<file path="config.mk">
export PLATFORM = sky130hd
export DESIGN_NAME = sr_pattern_driver_flat
export DESIGN_NICKNAME = d
export VERILOG_FILES = /design/src/rtl/sr_pattern_driver_if.sv /design/src/rtl/sr_pattern_driver.sv /design/src/flat_wrapper.sv
export SDC_FILE = /design/constraint.sdc
export NUM_CORES = 1
export LEC_CHECK = 0
export ABC_AREA = 1
export ABC_CLOCK_PERIOD_IN_PS = 1780
export CORE_UTILIZATION = 45
export CTS_BUF_LIST = sky130_fd_sc_hd__clkbuf_4
export DETAILED_ROUTE_END_ITERATION = 8
export PLACE_DENSITY_LB_ADDON = 0.05
export SLEW_MARGIN = 25
export SYNTH_ARGS = -nofsm -noshare
export SYNTH_HDL_FRONTEND = slang
export SYNTH_SLANG_ARGS = --single-unit
</file>
<file path="constraint.sdc">
create_clock -name clk -period 1.78 [get_ports clk]
set_input_delay 0.356 -clock clk [delete_from_list [all_inputs] [get_ports clk]]
set_output_delay 0.356 -clock clk [all_outputs]
set_load 0.1 [all_outputs]
</file>
<file path="src/rtl/sr_pattern_driver_if.sv">
// Bundle of the pattern-load handshake and the SR flop excitation/feedback
// signals exchanged between the pattern driver and its environment.
interface sr_pattern_driver_if #(
    parameter int WIDTH = 8
);
    localparam int IW = $clog2(WIDTH);

    logic             load_valid;
    logic             load_ready;
    logic [WIDTH-1:0] pattern;
    logic             s;
    logic             r;
    logic             q_fb;
    logic             qb_fb;
    logic             q_exp;
    logic             busy;
    logic             done;
    logic             err;
    logic [IW-1:0]    err_idx;

    // Pattern source and SR flop side
    modport master (
        output load_valid,
        output pattern,
        output q_fb,
        output qb_fb,
        input  load_ready,
        input  s,
        input  r,
        input  q_exp,
        input  busy,
        input  done,
        input  err,
        input  err_idx
    );

    // Pattern driver side
    modport slave (
        input  load_valid,
        input  pattern,
        input  q_fb,
        input  qb_fb,
        output load_ready,
        output s,
        output r,
        output q_exp,
        output busy,
        output done,
        output err,
        output err_idx
    );
endinterface

</file>
<file path="src/rtl/sr_pattern_driver.sv">
// SR pattern driver: accepts a WIDTH-bit target pattern, plays it LSB first
// into an external SR flop as S/R excitation pairs, reads q/qb back after each
// bit and records the index of the first mismatch in a sticky error flag.
module sr_pattern_driver #(
    parameter int WIDTH    = 8,
    parameter bit CHECK_QB = 1'b1
) (
    input logic            clk,
    input logic            reset,
    sr_pattern_driver_if.slave bus
);
    localparam int            IW       = $clog2(WIDTH);
    localparam logic [IW-1:0] LAST_IDX = IW'(WIDTH - 1);

    typedef enum logic [1:0] {
        IDLE,
        DRIVE,
        CHECK,
        DONE
    } state_t;

    state_t           state;
    logic [WIDTH-1:0] pat_q;
    logic [IW-1:0]    idx;
    logic             s_q;
    logic             r_q;
    logic             q_exp_q;
    logic             load_ready_q;
    logic             busy_q;
    logic             done_q;
    logic             err_q;
    logic [IW-1:0]    err_idx_q;

    logic [IW-1:0]    idx_next;
    logic             bit_next;
    logic             mismatch;

    assign idx_next = idx + IW'(1);
    assign bit_next = pat_q[idx_next];
    assign mismatch = (bus.q_fb != q_exp_q) | (CHECK_QB & (bus.qb_fb != ~q_exp_q));

    // Sequencer: the S/R pair for a bit is registered on the edge entering
    // DRIVE so it is stable for the whole DRIVE cycle; the flop is then read
    // back on the edge that closes the following CHECK cycle.
    always_ff @(posedge clk or negedge reset) begin
        if (!reset) begin
            state        <= IDLE;
            pat_q        <= '0;
            idx          <= '0;
            s_q          <= 1'b0;
            r_q          <= 1'b0;
            q_exp_q      <= 1'b0;
            load_ready_q <= 1'b0;
            busy_q       <= 1'b0;
            done_q       <= 1'b0;
            err_q        <= 1'b0;
            err_idx_q    <= '0;
        end else begin
            case (state)
                IDLE: begin
                    s_q          <= 1'b0;
                    r_q          <= 1'b0;
                    done_q       <= 1'b0;
                    load_ready_q <= 1'b1;
                    if (bus.load_valid && load_ready_q) begin
                        pat_q        <= bus.pattern;
                        idx          <= '0;
                        err_q        <= 1'b0;
                        err_idx_q    <= '0;
                        busy_q       <= 1'b1;
                        load_ready_q <= 1'b0;
                        // Bit 0 is always driven so the flop state is known
                        // regardless of what q_exp held from earlier loads.
                        s_q          <= bus.pattern[0];
                        r_q          <= ~bus.pattern[0];
                        state        <= DRIVE;
                    end
                end
                DRIVE: begin
                    q_exp_q <= pat_q[idx];
                    s_q     <= 1'b0;
                    r_q     <= 1'b0;
                    state   <= CHECK;
                end
                CHECK: begin
                    if (mismatch && !err_q) begin
                        err_q     <= 1'b1;
                        err_idx_q <= idx;
                    end
                    if (idx == LAST_IDX) begin
                        done_q <= 1'b1;
                        state  <= DONE;
                    end else begin
                        idx <= idx_next;
                        // Only excite the flop when the next bit changes its
                        // state; otherwise leave S=R=0 so it holds.
                        if (bit_next != q_exp_q) begin
                            s_q <= bit_next;
                            r_q <= ~bit_next;
                        end
                        state <= DRIVE;
                    end
                end
                DONE: begin
                    done_q       <= 1'b0;
                    busy_q       <= 1'b0;
                    load_ready_q <= 1'b1;
                    state        <= IDLE;
                end
                default: begin
                    state <= IDLE;
                end
            endcase
        end
    end

    assign bus.load_ready = load_ready_q;
    assign bus.s          = s_q;
    assign bus.r          = r_q;
    assign bus.q_exp      = q_exp_q;
    assign bus.busy       = busy_q;
    assign bus.done       = done_q;
    assign bus.err        = err_q;
    assign bus.err_idx    = err_idx_q;
endmodule
</file>
<file path="src/flat_wrapper.sv">
// flat-port wrapper written by rule: the top's interface ports become plain ports
module sr_pattern_driver_flat 
#(
    parameter int WIDTH    = 8,
    parameter bit CHECK_QB = 1'b1
)
  (clk, reset, bus_load_valid, bus_pattern, bus_q_fb, bus_qb_fb, bus_load_ready, bus_s, bus_r, bus_q_exp, bus_busy, bus_done, bus_err, bus_err_idx);
  sr_pattern_driver_if #(.WIDTH(WIDTH)) bus_i ();
  input logic clk;
  input logic reset;
  input wire logic [$bits(bus_i.load_valid)-1:0] bus_load_valid;
  input wire logic [$bits(bus_i.pattern)-1:0] bus_pattern;
  input wire logic [$bits(bus_i.q_fb)-1:0] bus_q_fb;
  input wire logic [$bits(bus_i.qb_fb)-1:0] bus_qb_fb;
  output wire logic [$bits(bus_i.load_ready)-1:0] bus_load_ready;
  output wire logic [$bits(bus_i.s)-1:0] bus_s;
  output wire logic [$bits(bus_i.r)-1:0] bus_r;
  output wire logic [$bits(bus_i.q_exp)-1:0] bus_q_exp;
  output wire logic [$bits(bus_i.busy)-1:0] bus_busy;
  output wire logic [$bits(bus_i.done)-1:0] bus_done;
  output wire logic [$bits(bus_i.err)-1:0] bus_err;
  output wire logic [$bits(bus_i.err_idx)-1:0] bus_err_idx;
  assign bus_i.load_valid = bus_load_valid;
  assign bus_i.pattern = bus_pattern;
  assign bus_i.q_fb = bus_q_fb;
  assign bus_i.qb_fb = bus_qb_fb;
  assign bus_load_ready = bus_i.load_ready;
  assign bus_s = bus_i.s;
  assign bus_r = bus_i.r;
  assign bus_q_exp = bus_i.q_exp;
  assign bus_busy = bus_i.busy;
  assign bus_done = bus_i.done;
  assign bus_err = bus_i.err;
  assign bus_err_idx = bus_i.err_idx;
  sr_pattern_driver #(.WIDTH(WIDTH), .CHECK_QB(CHECK_QB)) u_core (.clk(clk), .reset(reset), .bus(bus_i));
endmodule
</file>
# Word level (Yosys, flattened, before mapping)
# Index checks and enable logic that the tools add are counted.
# totals
ff_bits	23
latchBits	0
mem_bits_rw	0
rom_bits	0
inputBits	13
out_inout_bits	10
wordCells	74
n_memories	0
# op_classes
add_sub_neg	1
mul	0
div_mod_pow	0
order_cmp	2
eq_ne	12
shift	0
mux	29
bitwise_logic	4
reduce_logical	15
# ops
cell	count
1-bit 2-to-1 mux	13
3-bit one-hot mux with 2 select lines	2
3-bit 2-to-1 mux	3
3-bit AND reduction	3
3-bit by 4-bit < comparator with 1-bit output, second input constant	2
2-bit by 1-bit != test with 1-bit output, second input constant	4
1-bit one-hot mux with 2 select lines	4
2-bit one-hot mux with 4 select lines	1
1-bit binary-select mux with 3-bit select	2
1-bit one-hot mux with 3 select lines	2
2-bit AND reduction	3
2-bit nonzero test	3
2-bit equality test, second input constant	2
2-bit 2-to-1 mux	2
3-bit by 1-bit adder with 3-bit output, second input constant	1
3-bit equality test, second input constant	1
1-bit != test	3
1-bit NOT	3
3-bit nonzero test	1
2-bit by 1-bit equality test with 1-bit output, second input constant	1
1-bit logical AND	2
2-bit logical NOT	1
2-bit != test, second input constant	1
2-bit OR reduction	1
other kinds (2)	2

# Depth between registers and ports, before layout
# logic_depth
ltp_word	7
mapped_depth	12
depth_no_buf	10

# Worst setup path before layout
# OpenSTA, ideal clock, no wires.
# synth_path
path_kind	flip-flop to flip-flop
start	register u_core.load_ready_q, in the netlist u_core.bus.load_ready
end	register u_core.err_q, in the netlist u_core.bus.err
setup_ns	0.132
t_arrival_ns	1.694
required_ns	1.648
slack_ns	-0.046
path_stages_with_launch	8
n_path_buf	0
synth_period_minus_slack_ns	1.826
path_cell_list	dfrtp_1 > nand2_1 > inv_1 > nand2_1 > o21ai_2 > o21ai_2 > nand2_1 > o21ai_0
# synth_between
elab_chain_len	3
# synth_lines
item	line	source
from (decl)	sr_pattern_driver.sv:28	logic load_ready_q;
from (signal assigned)	sr_pattern_driver.sv:53	load_ready_q <= 1'b0;
from (signal assigned)	sr_pattern_driver.sv:64	load_ready_q <= 1'b1;
from (signal assigned)	sr_pattern_driver.sv:71	load_ready_q <= 1'b0;
1-bit logical AND	sr_pattern_driver.sv:65	if (bus.load_valid && load_ready_q) begin
2-bit by 1-bit != test with 1-bit output (no line)	--	
3-bit AND reduction (no line)	--	
to (signal assigned)	sr_pattern_driver.sv:56	err_q <= 1'b0;
to (signal assigned)	sr_pattern_driver.sv:68	err_q <= 1'b0;
to (signal assigned)	sr_pattern_driver.sv:87	err_q <= 1'b1;
to (decl)	sr_pattern_driver.sv:31	logic err_q;
# No other way between the ends.
# A chain may end at the register's enable or synchronous reset.

# Worst setup path after layout
# layout_path
start	register u_core.idx[1]
end	register u_core.s_q, in the netlist u_core.bus.s
# layout_between
elab_chain_len	6
elab_cells_between_ends	11
cone_classes	add/sub: 1; eq/ne: 4; mux: 5; reduce/logical: 1
# layout_lines
item	line	source
from (decl)	sr_pattern_driver.sv:24	logic [IW-1:0] idx;
from (signal assigned)	sr_pattern_driver.sv:94	idx <= idx_next;
3-bit by 1-bit adder with 3-bit output	sr_pattern_driver.sv:38	assign idx_next = idx + IW'(1);
1-bit binary-select mux with 3-bit select	sr_pattern_driver.sv:39	assign bit_next = pat_q[idx_next];
1-bit 2-to-1 mux (implied by the code)	sr_pattern_driver.sv:39	
1-bit 2-to-1 mux / 1-bit != test (equally long branches)	sr_pattern_driver.sv:97	if (bit_next != q_exp_q) begin
1-bit 2-to-1 mux / 2-bit by 1-bit != test with 1-bit output (equally long branches)	--	
1-bit one-hot mux with 3 select lines / 3-bit AND reduction (equally long branches)	--	
to (signal assigned)	sr_pattern_driver.sv:74	s_q <= bus.pattern[0];
to (signal assigned)	sr_pattern_driver.sv:98	s_q <= bit_next;
to (decl)	sr_pattern_driver.sv:25	logic s_q;
# Parallel ways exist; a longest one is shown, timed or not. The select of a mux whose other input is x is not followed.

==> impl_metrics.env <==
export IMPL_drtIter0Drc=21
export IMPL_final_antenna_net_count=0
export IMPL_num_antenna_cells=0
export IMPL_cts_sinks=23
export IMPL_critPathArrivalTime_ns=1.98
export IMPL_fin_nets=205
export IMPL_slew_headroom_pct=76.4
export IMPL_yosysUniqueCellTypes=22
export IMPL_grt_max_degree=24
export IMPL_cp_start_kind="flip-flop"
export IMPL_yosys_area_top_type="dfrtp_1"
export IMPL_syn_nets=174
export IMPL_end_kind="flip-flop"
export IMPL_fp_row_count=18
export IMPL_synth_edf_count=0
export IMPL_synth_cells_most_frequent="inv_1, dfrtp_1, nand2_1"
export IMPL_grt_ovfl_total=0
export IMPL_nFillCells=228
export IMPL_register_area_um2=578
export IMPL_max_freq_mhz=584
export IMPL_ys_warn_count=0
export IMPL_dp_cells=210
export IMPL_num_vias=1091
export IMPL_stdcell_count=215
export IMPL_start_util_pct=49.6
export IMPL_hp_class="in2async"
export IMPL_ys_flop_type="dfrtp_1"
export IMPL_path_max_fanout=3
export IMPL_grt_use_total_pct=18.9
export IMPL_seq_area_frac_synth_pct=45.2
export IMPL_numPortBuffers=22
export IMPL_syn_avg_cell_area_um2=8.22
export IMPL_min_period_ns=1.71
export IMPL_post_route_drc_count=0
export IMPL_clk_latency_ns=0.31
export IMPL_worst_slew_pin_slew_ns=0.350
export IMPL_drive_gt1_share_pct=20.0
export IMPL_wirelength_um=2570
export IMPL_grt_pass1_wl_um=4530
export IMPL_critPathRequiredTime_ns=2.05
export IMPL_critical_path_class="reg2reg"
export IMPL_io_pins=23
export IMPL_syn_cell_area_mm2=0.00127
export IMPL_synthArstFlopShare_pct=100
export IMPL_area_growth_pct=32.3
export IMPL_outcome="finished, final reports clean"
export IMPL_hold_viol=0
export IMPL_vias_per_cell=5.07
export IMPL_die_area_mm2=0.00305
export IMPL_vdd_ir_drop_worst_uv=1650
export IMPL_final_setup_tns_ns=0
export IMPL_path_clk_slew_ns=0.12
export IMPL_multi_input_area_um2=563
export IMPL_maxCapViolCount=0
export IMPL_fp_dieH_um=55.2
export IMPL_clk_path_buf_depth=2
export IMPL_first_pass_iters=4
export IMPL_fin_crit_sh_pct=96.2
export IMPL_postSynthCellCount=155
export IMPL_total_leakage_power_uw=0.000848
export IMPL_post_dp_hpwl_um=1940
export IMPL_p_per_area_mw_per_mm2=2020
export IMPL_fin_util_pct=65.6
export IMPL_worst_hold_slack_ns=0.379
export IMPL_place_congestion=0.852
export IMPL_die_w_um=55.2
export IMPL_cts_root_buffer="clkbuf_4"
export IMPL_antenna_found_initial=0
export IMPL_rsz0062_at_grt="no"
export IMPL_ctsHoldBuffers=0
export IMPL_wire_per_inst_um=11.9
export IMPL_post_synth_top_count_cell="inv_1"
export IMPL_grt_pass1_vias=1042
export IMPL_cts_tree="built"
export IMPL_numCtsBuffers=3
export IMPL_core_region_area_mm2=0.00257
export IMPL_ctsHtreeMaxLevel=1
export IMPL_synth_top_cell_area_share_pct=45.2
export IMPL_power_uw=3400
export IMPL_skew_ns=0.00476
export IMPL_synthTopCellsByArea="dfrtp_1, inv_1, nand2_1"
export IMPL_ys_ff_latch=23
export IMPL_setup_viol=0
export IMPL_finalMaxSlewViolations=0
==> worst max-delay path, cell delays in order (launching register included) <==
cell	delay, ns
dfrtp_1	0.43
ha_1	0.19
ha_1	0.33
inv_1	0.06
nand3_2	0.10
nand3_1	0.09
o21ai_0	0.31
nand2_1	0.10
nand2_1	0.06
==> stage by stage <==
stage	area [µm²]	worst slack, ns
after global routing	1690	0.0252
final	1690	0.0668
after global placement	1650	0.169
after CTS	1680	0.0703
after floorplan	1280	0.186
after detailed placement	1650	0.176
==> metal layers <==
layer  routed length [µm]  GRT usage, %  vias up
met5                    0             0        -
li1                     -             -      565
met2                 1170          30.6       25
met4                   54          9.64        0
met1                 1240          24.7      497
met3                  105          2.34        4
==> state kept, by name, summed over array words and instances (netlist names), 2 cells and up <==
signal / flops
u_core.state: 2
u_core.idx: 3
u_core.bus.err_idx: 3
u_core.pat_q: 8
==> power breakdown <==
| part | total, µW | internal (µW) | switching, µW | leakage, µW |
|---|---|---|---|---|
| clock | 257 | 103 | 155 | 0.0000184 |
| combinational | 2240 | 798 | 1440 | 0.000551 |
| sequential | 907 | 740 | 167 | 0.000279 |
==> cells by family after synthesis <==
| group | Yosys count | synth area share, % |
|---|---|---|
| adder cells (fa/ha/maj) | 6 | 5.89 |
| AND/OR/NAND/NOR | 63 | 23.8 |
| AO/OA/AOI/OAI | 33 | 14.5 |
| flip-flops | 23 | 45.2 |
| buffers and inverters | 30 | 10.6 |
==> layout by cell type (no fill, tap or decap), types with 4 or more instances in the layout <==
cell / netlist / routed
nand2_2: 5 / 5
nand3_2: 5 / 5
inv_1: 26 / 26
o21ai_0: 12 / 12
nand2_1: 22 / 22
nor2_1: 15 / 15
dfrtp_1: 23 / 21
nand3_1: 13 / 13
clkbuf_4: 0 / 4
ha_1: 6 / 6
a21oi_1: 13 / 13
buf_4: 0 / 7
clkdlybuf4s50_1: 0 / 12
buf_12: 0 / 10
==> worst paths after layout <==
check                           depth (start not counted)             from  slack (ns)                     to
worst min-delay path                                    2            reset        0.38           u_core.bus.s
worst max register to register                          8    u_core.idx[1]        0.07           u_core.bus.s
max in group asynchronous                               2            reset        1.16  u_core.bus.load_ready
worst max-delay path                                    8    u_core.idx[1]        0.07           u_core.bus.s
min in group clk                                        2  u_core.pat_q[4]        0.54        u_core.pat_q[4]
worst min register to register                          2  u_core.pat_q[4]        0.54        u_core.pat_q[4]
==> timing repair <==
item	in CTS	in global routing
endpoints found under the hold margin	0	0
gates resized for setup	0	0
buffers inserted	0	1
endpoints found under the setup margin	0	1
==> area by class of cell <==
type | count | area share [%]
Clock buffer | 4 | 1.78
Inverter | 27 | 6.16
Multi-Input combinational cell | 102 | 33.4
Sequential cell | 23 | 34.3
Tap cell | 30 | 2.23
Timing Repair Buffer | 29 | 22.1
(Power assumes the default switching activity.)
